### config.mk
export PLATFORM = sky130hd
export DESIGN_NAME = instr_loader
export DESIGN_NICKNAME = d
export VERILOG_FILES = /design/src/rtl/instr_loader_pkg.sv /design/src/rtl/uart_rx_byte.sv /design/src/rtl/instr_loader.sv
export SDC_FILE = /design/constraint.sdc
export NUM_CORES = 1
export LEC_CHECK = 0
export ABC_AREA = 1
export CAP_MARGIN = 15
export CORE_MARGIN = 2
export CORE_UTILIZATION = 44
export CTS_CLUSTER_DIAMETER = 30
export DETAILED_ROUTE_END_ITERATION = 8
export GPL_TIMING_DRIVEN = 0
export PLACE_DENSITY = 0.74
export SETUP_SLACK_MARGIN = 0.5
export SYNTH_ARGS = -nofsm -noshare
export SYNTH_HDL_FRONTEND = slang
export SYNTH_SLANG_ARGS = --single-unit
### constraint.sdc
create_clock -name clk -period 2.2 [get_ports clk]
set_input_delay 0.33 -clock clk [delete_from_list [all_inputs] [get_ports clk]]
set_output_delay 0.33 -clock clk [all_outputs]
set_load 0.1 [all_outputs]
### src/rtl/instr_loader_pkg.sv
// rtl/instr_loader_pkg.sv - shared widths, frame constants and FSM state types for the boot loader
package instr_loader_pkg;

    localparam int ADDR_WIDTH       = 32;
    localparam int INSTR_WIDTH      = 32;
    localparam int WORD_COUNT_WIDTH = 16;

    localparam logic [7:0] LOADER_HEADER = 8'hA5;

    typedef enum logic [2:0] {
        IDLE,
        HDR,
        LEN,
        DATA,
        CSUM,
        DONE,
        ERR
    } load_state_t;

    typedef enum logic [1:0] {
        R_IDLE,
        R_START,
        R_DATA,
        R_STOP
    } rx_state_t;

endpackage

### src/rtl/uart_rx_byte.sv
// rtl/uart_rx_byte.sv - 8N1 serial byte receiver with input synchronizer
module uart_rx_byte
    import instr_loader_pkg::*;
#(
    parameter int CLKS_PER_BIT = 10
) (
    input  logic       clk,
    input  logic       reset,
    input  logic       uart_rx,
    output logic       byte_valid,
    output logic [7:0] byte_data,
    output logic       frame_err
);

    localparam int CW = $clog2(CLKS_PER_BIT + 1);
    localparam logic [CW-1:0] FULL_LAST = CW'(CLKS_PER_BIT - 1);
    localparam logic [CW-1:0] HALF_LAST = CW'(CLKS_PER_BIT / 2 - 1);

    logic          sync_a;
    logic          sync_b;
    rx_state_t     state;
    rx_state_t     state_next;
    logic [CW-1:0] cnt;
    logic [2:0]    bit_idx;
    logic [7:0]    shift;
    logic          cnt_clr;
    logic          sample_bit;
    logic          take_byte;
    logic          bad_stop;

    // Line idles high, so the synchronizer resets to 1 to avoid a false start bit.
    always_ff @(posedge clk) begin
        if (reset) begin
            sync_a <= 1'b1;
            sync_b <= 1'b1;
        end else begin
            sync_a <= uart_rx;
            sync_b <= sync_a;
        end
    end

    always_ff @(posedge clk) begin
        if (reset) begin
            state <= R_IDLE;
        end else begin
            state <= state_next;
        end
    end

    always_comb begin
        state_next = state;
        cnt_clr    = 1'b0;
        sample_bit = 1'b0;
        take_byte  = 1'b0;
        bad_stop   = 1'b0;
        case (state)
            R_IDLE: begin
                cnt_clr = 1'b1;
                if (!sync_b) state_next = R_START;
            end
            R_START: begin
                if (cnt == HALF_LAST) begin
                    cnt_clr    = 1'b1;
                    state_next = sync_b ? R_IDLE : R_DATA;
                end
            end
            R_DATA: begin
                if (cnt == FULL_LAST) begin
                    cnt_clr    = 1'b1;
                    sample_bit = 1'b1;
                    if (bit_idx == 3'd7) state_next = R_STOP;
                end
            end
            R_STOP: begin
                if (cnt == FULL_LAST) begin
                    cnt_clr    = 1'b1;
                    take_byte  = sync_b;
                    bad_stop   = !sync_b;
                    state_next = R_IDLE;
                end
            end
            default: state_next = R_IDLE;
        endcase
    end

    always_ff @(posedge clk) begin
        if (reset) begin
            cnt        <= '0;
            bit_idx    <= 3'd0;
            shift      <= 8'd0;
            byte_valid <= 1'b0;
            byte_data  <= 8'd0;
            frame_err  <= 1'b0;
        end else begin
            cnt        <= cnt_clr ? '0 : cnt + 1'b1;
            byte_valid <= take_byte;
            frame_err  <= bad_stop;
            if (state == R_START) bit_idx <= 3'd0;
            if (sample_bit) begin
                shift   <= {sync_b, shift[7:1]};
                bit_idx <= bit_idx + 3'd1;
            end
            if (take_byte) byte_data <= shift;
        end
    end

endmodule

### src/rtl/instr_loader.sv
// rtl/instr_loader.sv - UART boot loader writing a framed program image into instruction memory
module instr_loader
    import instr_loader_pkg::*;
#(
    parameter int CLK_FREQ  = 100000000,
    parameter int BAUD      = 115200,
    parameter int MAX_WORDS = 256
) (
    input  logic                        clk,
    input  logic                        reset,
    input  logic                        uart_rx,
    input  logic                        load_req,
    output logic                        mem_we,
    output logic [ADDR_WIDTH-1:0]       mem_addr,
    output logic [INSTR_WIDTH-1:0]      mem_wdata,
    output logic                        cpu_hold,
    output logic                        done,
    output logic                        error,
    output logic [WORD_COUNT_WIDTH-1:0] word_count
);

    localparam int CLKS_PER_BIT = CLK_FREQ / BAUD;

    logic        byte_valid;
    logic [7:0]  byte_data;
    logic        frame_err;

    load_state_t state;
    load_state_t state_next;
    logic [8:0]  target;
    logic [8:0]  len_words;
    logic        len_ok;
    logic [1:0]  byte_idx;
    logic [7:0]  csum;
    logic [23:0] wbuf;
    logic        word_last;
    logic        write_word;
    logic [WORD_COUNT_WIDTH-1:0] count_inc;

    uart_rx_byte #(
        .CLKS_PER_BIT(CLKS_PER_BIT)
    ) u_rx (
        .clk       (clk),
        .reset     (reset),
        .uart_rx   (uart_rx),
        .byte_valid(byte_valid),
        .byte_data (byte_data),
        .frame_err (frame_err)
    );

    // A length byte of zero encodes 256 words; it only fits when the memory is that deep.
    always_comb begin
        len_words  = (byte_data == 8'd0) ? 9'd256 : {1'b0, byte_data};
        len_ok     = int'(len_words) <= MAX_WORDS;
        count_inc  = word_count + WORD_COUNT_WIDTH'(1);
        word_last  = (count_inc == WORD_COUNT_WIDTH'(target));
        write_word = (state == DATA) && byte_valid && (byte_idx == 2'd3) && load_req;
        cpu_hold   = (state != IDLE);
        done       = (state == DONE);
        error      = (state == ERR);
    end

    always_ff @(posedge clk) begin
        if (reset) begin
            state <= IDLE;
        end else begin
            state <= state_next;
        end
    end

    always_comb begin
        state_next = state;
        if (state != IDLE && !load_req) begin
            state_next = IDLE;
        end else begin
            case (state)
                IDLE: if (load_req) state_next = HDR;
                HDR: begin
                    if (frame_err) state_next = ERR;
                    else if (byte_valid && byte_data == LOADER_HEADER) state_next = LEN;
                end
                LEN: begin
                    if (frame_err) state_next = ERR;
                    else if (byte_valid) state_next = len_ok ? DATA : ERR;
                end
                DATA: begin
                    if (frame_err) state_next = ERR;
                    else if (write_word && word_last) state_next = CSUM;
                end
                CSUM: begin
                    if (frame_err) state_next = ERR;
                    else if (byte_valid) state_next = (byte_data == csum) ? DONE : ERR;
                end
                DONE, ERR: state_next = state;
                default: state_next = IDLE;
            endcase
        end
    end

    always_ff @(posedge clk) begin
        if (reset) begin
            mem_we     <= 1'b0;
            mem_addr   <= '0;
            mem_wdata  <= '0;
            word_count <= '0;
            target     <= 9'd0;
            byte_idx   <= 2'd0;
            csum       <= 8'd0;
            wbuf       <= 24'd0;
        end else begin
            mem_we <= write_word;
            case (state)
                IDLE: begin
                    byte_idx <= 2'd0;
                    csum     <= 8'd0;
                    if (load_req) word_count <= '0;
                end
                LEN: if (byte_valid) target <= len_words;
                DATA: begin
                    if (byte_valid && load_req) begin
                        csum     <= csum ^ byte_data;
                        byte_idx <= byte_idx + 2'd1;
                        if (byte_idx != 2'd3) wbuf[{byte_idx, 3'b000} +: 8] <= byte_data;
                    end
                end
                default: ;
            endcase
            // Address uses the pre-increment count so word k lands at byte address 4*k.
            if (write_word) begin
                mem_addr   <= ADDR_WIDTH'({word_count, 2'b00});
                mem_wdata  <= {byte_data, wbuf};
                word_count <= count_inc;
            end
        end
    end

endmodule

==> flow_summary.yaml, run 1 <==
status:
  status: "finished clean"
power_and_ir_drop:
  power_leakage_nw: 3.30
  power.density_nw_per_um2: 896
  peakVddDrop_mv: 0.595
  finalPower_mw: 7.73
route:
  drt_pre_antenna_iters: 5
  drtIter0Drc: 479
  remaining_drc_errors: 0
  antenna_left: 0
  wirelength_mm: 17.4
  vias: 6125
  avgViaCountPerCell: 5.26
  wire_per_inst_um: 15.0
synth:
  synth_top_area_cell: "dfxtp_1"
  netlist_area_um2: 6320
  synth_ff_type: "dfxtp_1"
  synth_area_per_cell_um2: 7.48
  synth_cells: 844
  synth.area.top_cells: "dfxtp_1, a21oi_1, o21ai_0"
  synth_top_cell_area_share_pct: 46.3
  synth_edf_count: 0
  ys_warn_count: 0
  ys_types: 36
  synth_common_cells: "dfxtp_1, nand2_1, a21oi_1"
  yosysSeqAreaShare_pct: 46.3
  async_reset_ff_share_pct: 0
  synth.most_common_cell: "dfxtp_1"
  synth_seq_cells: 146
clock_network:
  insertion_delay_ns: 0.42
  root_buffer: "clkbuf_16"
  clk_path_buf_depth: 2
  cts_sinks: 146
  numCtsBuffers: 17
  postCtsHoldBufs: 0
  cts_tree: "yes"
  path_clk_slew_ns: 0.07
  htreeDepth: 4
layout:
  area_growth_pct: 36.6
  utilization_pct: 61.9
  fin_area_um2: 8630
  layout-drive-gt1-share_pct: 26.3
  nets: 985
  n_antenna_cell: 0
critical_path:
  startpoint_type: "flip-flop"
  crit_required_ns: 2.51
  path_max_fanout: 7
  end_kind: "flip-flop"
  worstPathArrival_ns: 2.20
  worstSetupPathType: "reg2reg"
worst_hold_path:
  min_path_type: "in2reg"
place:
  gp_congestion: 0.896
  post-dp-hpwl_mm: 11.6
  dpl_cell_area_um2: 7420
  portBuffers: 70
floorplan:
  rows: 43
  core_area_um2: 13900
  start_util_pct: 45.3
  die_w_um: 124
  ios: 88
  dieArea_um2: 15300
  die_height_um: 124
sta:
  period_share_pct: 85.6
  period_minus_slack_ns: 1.88
  hold_viol: 0
  hold_slack_ns: 0.378
  grt_setup_unrepaired: "true"
  fmax_mhz: 531
  drv_slew: 0
  finalSetupViolations: 0
  worst_pin_slew_ns: 0.665
  fin_skew_ns: 0.0131
  max-slew-margin-rel_pct: 55.7
global_routing:
  grt_pass1_wl_mm: 26.8
  overflow: 0
  grt_pass1_vias: 5649
  grt_usage_pct: 22.6
  grt_max_degree: 17
  antenna_found_initial: 0
flow_run:
  cap_violations: 0
## path summary, 6_finish.rpt
check / start / to / slack [ns] / depth (start not counted)
worst max-delay path: word_count[1] / state[1] / 0.32 / 14
worst max register to register: word_count[1] / state[1] / 0.32 / 14
worst min-delay path: reset / word_count[2] / 0.38 / 2
worst min register to register: u_rx.sync_a / u_rx.sync_b / 0.42 / 1
## layout by cell type, fill, tap and decap left out, drive strengths merged, types with 7 or more instances in the layout
cell type        n
nand2          112
nor2           100
ha              10
nor3            14
o32ai            8
nand3           40
buf             57
a211oi          10
a21oi          102
clkdlybuf4s15   52
dfxtp          146
conb            16
clkbuf          47
o21ai          106
nand4            7
xor2             9
inv            105
## timing repair
action / CTS / global route
cloned: 0 / 1
pin swaps: 12 / 12
setup buffers: 10 / 12
endpoints found under the setup margin: 167 / 116
gates resized for setup: 250 / 120
## through the flow
step | setup slack [ns] | cells | TNS (ns)
after CTS | 0.300 | 1151 | 0
final | 0.316 | 1164 | 0
after global placement | -0.256 | 1109 | -9.12
after floorplan | 0.314 | 859 | 0
after global routing | 0.233 | 1164 | 0
after detailed placement | -0.281 | 1109 | -11.39
## sequential cells by signal (all words and copies together), names as in the netlist, 2 cells and up, named ones only
name	flops
mem_addr	16
mem_wdata	32
byte_idx	2
state	3
u_rx.bit_idx	3
u_rx.shift	8
csum	8
target	9
wbuf	24
u_rx.byte_data	8
u_rx.cnt	10
word_count	16
## power by group
group	switching, mW	total, mW	internal, mW
Combinational	1.25	1.88	0.635
Clock	1.13	3.02	1.89
Sequential	0.0942	2.82	2.73
Total	2.47	7.73	5.26
## kinds of logic (layout without fill, tap and decap cells)
family | Yosys count | in the layout | synth area share, %
xor+xnor | 15 | 15 | 2.08
flops | 146 | 146 | 46.3
compound gates | 236 | 236 | 20.1
fa+ha+maj | 10 | 10 | 1.98
other cells | 1 | 16 | 0.0594
simple gates | 284 | 284 | 19.4
buf+inv | 152 | 277 | 10.1
## metal layers
layer / up-vias / part of all wire, % / global-route usage (%)
met3: 43 / 5.9 / 4.17
met1: 2827 / 44 / 28.6
met5: - / 0 / 0
met4: 0 / 2.8 / 11.8
met2: 228 / 48 / 36.6
li1: 3027 / - / -
## worst max-delay path, cell delays in order, from the launching register on
cell	delay [ns]
dfxtp_4	0.40
ha_4	0.17
nand2_4	0.07
nor2_4	0.21
nand3_1	0.12
nand2_2	0.10
nor2_1	0.04
nor2_1	0.09
nand2_1	0.07
nor2_2	0.11
nand3_2	0.11
nand2_4	0.12
nand3_2	0.07
nand2_1	0.07
nor2_1	0.03
## layout make-up
class	instances	area (um2)
Timing Repair Buffer	93	946
Fill cell	1189	5310
Buffer	47	297
Clock buffer	22	475
Multi-Input combinational cell	561	3150
Tap cell	180	225
Inverter	105	400
Sequential cell	146	2980
Clock inverter	10	148
Note: power is estimated with default switching activity, not from simulation.
==> run 2: changes to the inputs <==
--- a/config.mk
+++ b/config.mk
@@ -8,11 +8,11 @@
 export ABC_AREA = 1
 export CAP_MARGIN = 15
 export CORE_MARGIN = 2
-export CORE_UTILIZATION = 44
+export CORE_UTILIZATION = 25
 export CTS_CLUSTER_DIAMETER = 30
 export DETAILED_ROUTE_END_ITERATION = 8
 export GPL_TIMING_DRIVEN = 0
-export PLACE_DENSITY = 0.74
+export PLACE_DENSITY = 0.51
 export SETUP_SLACK_MARGIN = 0.5
 export SYNTH_ARGS = -nofsm -noshare
 export SYNTH_HDL_FRONTEND = slang
==> flow_summary.yaml, run 2 (same netlist as run 1, synthesis figures left out) <==
status:
  status: "finished clean"
route:
  wirelength_mm: 18.7
  remaining_drc_errors: 0
  avgViaCountPerCell: 4.52
  antenna_left: 0
  wire_per_inst_um: 14.2
  drt_pre_antenna_iters: 5
  drtIter0Drc: 308
  vias: 5952
sta:
  hold_viol: 0
  fin_tns_setup_ns: 0
  period_share_pct: 88.7
  setup_slack_ns: 0.250
  max-slew-margin-rel_pct: 53.2
  fmax_mhz: 513
  finalSetupViolations: 0
  period_minus_slack_ns: 1.95
  worst_pin_slew_ns: 0.702
  grt_setup_unrepaired: "true"
  drv_slew: 0
  fin_skew_ns: 0.00967
critical_path:
  regToRegSetupSlack_ns: 0.25
  r2r_end: "state[0]"
  reg2reg_depth: 16
  end_kind: "flip-flop"
  startpoint_type: "flip-flop"
  r2r-start: "word_count[1]"
  worstPathArrival_ns: 2.26
  crit_required_ns: 2.51
  path_max_fanout: 6
  worstSetupPathType: "reg2reg"
clock_network:
  cts_tree: "yes"
  htreeDepth: 4
  cts_sinks: 146
  path_clk_slew_ns: 0.06
  postCtsHoldBufs: 0
  clk_path_buf_depth: 2
  insertion_delay_ns: 0.43
  numCtsBuffers: 17
  root_buffer: "clkbuf_16"
power_and_ir_drop:
  power.density_nw_per_um2: 890
  power_leakage_nw: 3.38
  p_clk_share_pct: 40.2
  p_int_mw: 5.37
  p_sw_mw: 2.41
  p_comb_share_pct: 23.5
  finalPower_mw: 7.78
  seq_power_share_pct: 36.3
  swShare_pct: 31.0
  peakVddDrop_mv: 0.444
layout:
  final_common_cell: "dfxtp_1"
  area_growth_pct: 38.3
  top_register: "mem_wdata"
  nets: 987
  largest_register_ffs: 32
  reg.largest.list: "mem_wdata x32, wbuf x24"
  n_antenna_cell: 0
  mostFrequentLayoutCells: "dfxtp_1, a21oi_1, nand2_1"
  fin_area_um2: 8740
  layout-drive-gt1-share_pct: 26.2
worst_hold_path:
  holdPathStages: 2
  min_path_type: "in2reg"
  holdPathEnd: "word_count[2]"
  holdCritStartpoint: "reset"
place:
  portBuffers: 70
  dp_slack_ns: -0.393
  dpl_cell_area_um2: 7600
  post-dp-hpwl_mm: 13.3
  gp_congestion: 0.826
floorplan:
  dieArea_um2: 26600
  die_height_um: 163
  die_w_um: 163
  start_util_pct: 25.3
  ios: 88
  core_area_um2: 25000
  rows: 58
global_routing:
  grt_max_degree: 17
  grt_usage_pct: 14.1
  overflow: 0
  antenna_found_initial: 1
  grt_pass1_vias: 5519
  grt_pass1_wl_mm: 29.1
flow_run:
  cap_violations: 0
[run 2: cell type report]
type,count,area (um2)
Multi-Input combinational cell,561,3100
Clock buffer,23,490
Fill cell,2628,16200
Sequential cell,146,2980
Buffer,47,332
Inverter,105,404
Timing Repair Buffer,95,868
Tap cell,330,413
Clock inverter,9,150
[run 2: how the worst max path moves through the flow]
stage                              from            end  slack, ns
after floorplan           word_count[0]       state[0]       0.31
after global placement         load_req   mem_addr[15]      -0.42
after detailed placement       load_req  mem_wdata[17]      -0.39
after CTS                      state[0]       cpu_hold       0.31
after global routing      word_count[1]       state[0]       0.09
final                     word_count[1]       state[0]       0.25
[run 2: repair_timing]
action | CTS | global route
gates cloned | 0 | 1
endpoints found under the setup margin | 178 | 144
setup buffers | 12 | 12
pin swaps | 14 | 19
gates resized for setup | 282 | 123
[run 2: power groups by stage]
stage               registers [mW]  logic [mW]  clock network, mW
finish                        2.82        1.83               3.12
global route                  2.83        1.99               3.33
CTS                           2.81        1.58               3.21
detailed placement            2.88        1.49                  0
global placement              2.88        1.49                  0
floorplan                     2.86        1.21                  0
[run 2: layer usage]
metal / GRT usage [%] / up-vias / share of wire [%]
li1: - / 3040 / -
met1: 17.9 / 2762 / 46
met2: 23.5 / 133 / 49
met3: 3.64 / 17 / 4.4
met4: 4.51 / 0 / 1.0
met5: 0 / - / 0
[run 2: through the flow]
stage | utilization [%] | hold WS [ns] | cells
after detailed placement | 30.5 | 0.398 | 1259
after global routing | 35.0 | 0.369 | 1316
after global placement | 30.5 | 0.393 | 1259
after CTS | 33.9 | 0.340 | 1303
final | 35.0 | 0.357 | 1316
after floorplan | - | 0.389 | 859
[run 2: worst max-delay path, cell delays in order, from the launching register on]
cell     delay (ns)
dfxtp_4        0.36
ha_4           0.17
buf_4          0.13
inv_1          0.04
nand2_1        0.07
nand2_1        0.09
nand2_1        0.05
nand2_1        0.07
nand3_2        0.06
nor2_2         0.12
nand2_1        0.07
nor2_1         0.11
nand3_1        0.14
nand2_2        0.17
nand3_2        0.08
nand2_1        0.08
nor2_1         0.04
==> run 3: changes to the inputs <==
--- a/config.mk
+++ b/config.mk
@@ -5,14 +5,16 @@
 export SDC_FILE = /design/constraint.sdc
 export NUM_CORES = 1
 export LEC_CHECK = 0
-export ABC_AREA = 1
 export CAP_MARGIN = 15
+export CELL_PAD_IN_SITES_DETAIL_PLACEMENT = 0
+export CELL_PAD_IN_SITES_GLOBAL_PLACEMENT = 1
 export CORE_MARGIN = 2
 export CORE_UTILIZATION = 25
 export CTS_CLUSTER_DIAMETER = 30
 export DETAILED_ROUTE_END_ITERATION = 8
 export GPL_TIMING_DRIVEN = 0
-export PLACE_DENSITY = 0.51
+export PLACE_DENSITY = 0.61
+export RECOVER_POWER = 25
 export SETUP_SLACK_MARGIN = 0.5
 export SYNTH_ARGS = -nofsm -noshare
 export SYNTH_HDL_FRONTEND = slang
==> flow_summary.yaml, run 3 <==
layout:
  reg.largest.list: "mem_wdata x32, wbuf x24"
  largest_register_ffs: 32
  fin_cells: 1316
  fillers: 2761
  multi_input_area_um2: 3550
  layout-drive-gt1-share_pct: 26.3
  mostFrequentLayoutCells: "nand2_1, dfxtp_1, a21oi_1"
  seqCellArea_um2: 3000
  n_antenna_cell: 0
  nets: 982
  area_growth_pct: 37.4
  final_common_cell: "nand2_1"
  top_register: "mem_wdata"
critical_path:
  end_kind: "flip-flop"
  reg2reg_depth: 8
  worstSetupPathType: "reg2reg"
  critPathBufInv: 0
  worstPathArrival_ns: 2.37
  cp_cell_sequence: "ha_4, nand3_4, nor2_4, xnor2_2, a2111oi_2, nand4b_1, o21ai_2, mux2i_1"
  startpoint_type: "flip-flop"
  critPathMaxStageDelay_ns: 0.39
  crit_slowest_cell: "dfxtp_4"
  path_max_fanout: 6
  r2r_end: "state[0]"
  regToRegSetupSlack_ns: 0.18
  r2r-start: "word_count[1]"
  cp_top_family: "simple AND/OR/NAND/NOR gates"
  crit_required_ns: 2.55
sta:
  drv_slew: 0
  hold_viol: 0
  worst_pin_slew_ns: 1.18
  hold_slack_ns: 0.428
  setup_slack_ns: 0.183
  finalSetupViolations: 0
  fin_skew_ns: 0.0138
  period_share_pct: 91.7
  grt_setup_unrepaired: "true"
  period_minus_slack_ns: 2.02
  max-slew-margin-rel_pct: 21.7
  fin_tns_setup_ns: 0
  fmax_mhz: 496
power_and_ir_drop:
  peakVddDrop_mv: 0.639
  power_leakage_nw: 3.30
  power.density_nw_per_um2: 714
  finalPower_mw: 6.48
synth:
  ys_warn_count: 0
  synth_area_per_cell_um2: 7.99
  synth_ff_type: "dfxtp_1"
  synth_seq_cells: 146
  synth_top_cell_area_share_pct: 44.3
  synth.area.top_cells: "dfxtp_1, nand2_1, a21oi_1"
  ys_types: 65
  synth_cells: 826
  synth_common_cells: "nand2_1, dfxtp_1, a21oi_1"
  yosysSeqAreaShare_pct: 44.3
  synth.most_common_cell: "nand2_1"
  synth_edf_count: 0
  async_reset_ff_share_pct: 0
  synth_top_area_cell: "dfxtp_1"
  netlist_area_um2: 6600
place:
  post-dp-hpwl_mm: 13.0
  dp_slack_ns: -0.708
  dpl.cell_count: 1247
  gp_congestion: 0.774
  portBuffers: 71
route:
  remaining_drc_errors: 0
  antenna_left: 0
  drtIter0Drc: 309
  wire_per_inst_um: 14.5
  wirelength_mm: 19.0
  avgViaCountPerCell: 4.51
  drt_pre_antenna_iters: 4
  vias: 5935
clock_network:
  path_clk_slew_ns: 0.06
  insertion_delay_ns: 0.44
  cts_tree: "yes"
  htreeDepth: 4
  clk_path_buf_depth: 2
  numCtsBuffers: 17
  root_buffer: "clkbuf_16"
  postCtsHoldBufs: 0
  cts_sinks: 146
floorplan:
  ios: 88
  core_area_um2: 26000
  dieArea_um2: 27700
  die_w_um: 167
  rows: 59
  start_util_pct: 25.4
  die_height_um: 167
worst_hold_path:
  holdPathEnd: "u_rx.sync_b"
  holdCritStartpoint: "u_rx.sync_a"
  min_path_type: "reg2reg"
  holdPathStages: 1
status:
  status: "finished clean"
global_routing:
  grt_usage_pct: 13.9
  antenna_found_initial: 0
  overflow: 0
  grt_pass1_vias: 5710
  grt_max_degree: 17
  grt_pass1_wl_mm: 30.9
flow_run:
  cap_violations: 0
## run 3: cell count changes after synthesis, sizes merged, moves of 10 or more
cell,previous run,this run
inv,104,9
nand2,112,193
o21ai,106,34
nor2,100,65
clkbuf,26,46
nand4,7,26
nand3,40,25
mux2i,0,13
xnor2,6,19
buf,21,31
## run 3: cells by family after synthesis
| logic type | synth area share, % |
|---|---|
| buffers and inverters | 6.99 |
| xor gates and xnor gates | 3.85 |
| muxes | 1.97 |
| AOI/OAI and AO/OA | 14.6 |
| other | 0.0568 |
| DFF | 44.3 |
| and+or+nand+nor | 26.4 |
| adders and majority gates | 1.89 |
## run 3: layer usage
metal  wire length (um)  part of all wire [%]  GRT usage (%)  vias up
met5                  0                     0              0        -
met4                377                   2.0           5.25        0
met3                609                   3.2           2.88       24
met2               8950                    47           22.9       92
met1               9100                    48           17.8     2752
li1                   -                     -              -     3067
## run 3: area by class of cell
| class | count | share of cell area, % |
|---|---|---|
| Buffer | 77 | 6.25 |
| Clock buffer | 18 | 4.84 |
| Clock inverter | 14 | 1.52 |
| Inverter | 9 | 0.414 |
| Multi-Input combinational cell | 609 | 39.2 |
| Sequential cell | 146 | 33.0 |
| Tap cell | 335 | 4.62 |
| Timing Repair Buffer | 108 | 10.2 |
## run 3: worst max-delay path by stage
stage                   from            end  cells after the start
2_1_floorplan  word_count[5]       state[0]                      8
3_3_place_gp        load_req       state[0]                      8
3_5_place_dp        load_req       state[0]                      8
4_1_cts        word_count[0]       state[0]                      8
5_1_grt             state[0]  word_count[7]                      7
6_report       word_count[1]       state[0]                      8
## run 3: what timing repair did
item	in CTS	in global routing
pin swaps	25	15
setup endpoints to repair	212	143
gates resized for setup	360	37
cloned	1	0
setup buffers	24	12
## run 3: worst reg2reg max path, stage by stage (launching register included)
cell and delay [ns]:
dfxtp_4 0.39, ha_4 0.19, nand3_4 0.14, nor2_4 0.18, xnor2_2 0.09, a2111oi_2 0.29
nand4b_1 0.24, o21ai_2 0.22, mux2i_1 0.20
## run 3: power by group
part           switching [mW]  total, mW  internal [mW]  leakage [nW]
clock                    1.26       2.87           1.62         0.280
combinational           0.599      0.924          0.326          1.83
sequential             0.0326       2.68           2.65          1.19
total                    1.89       6.48           4.59          3.30
## run 3: metrics by stage
| stage | util [%] | cell area (um2) |
|---|---|---|
| after global placement | 30.4 | 7900 |
| final | 34.9 | 9070 |
| after CTS | 34.9 | 9070 |
| after detailed placement | 30.4 | 7900 |
| after floorplan | - | 6770 |
| after global routing | 34.9 | 9070 |
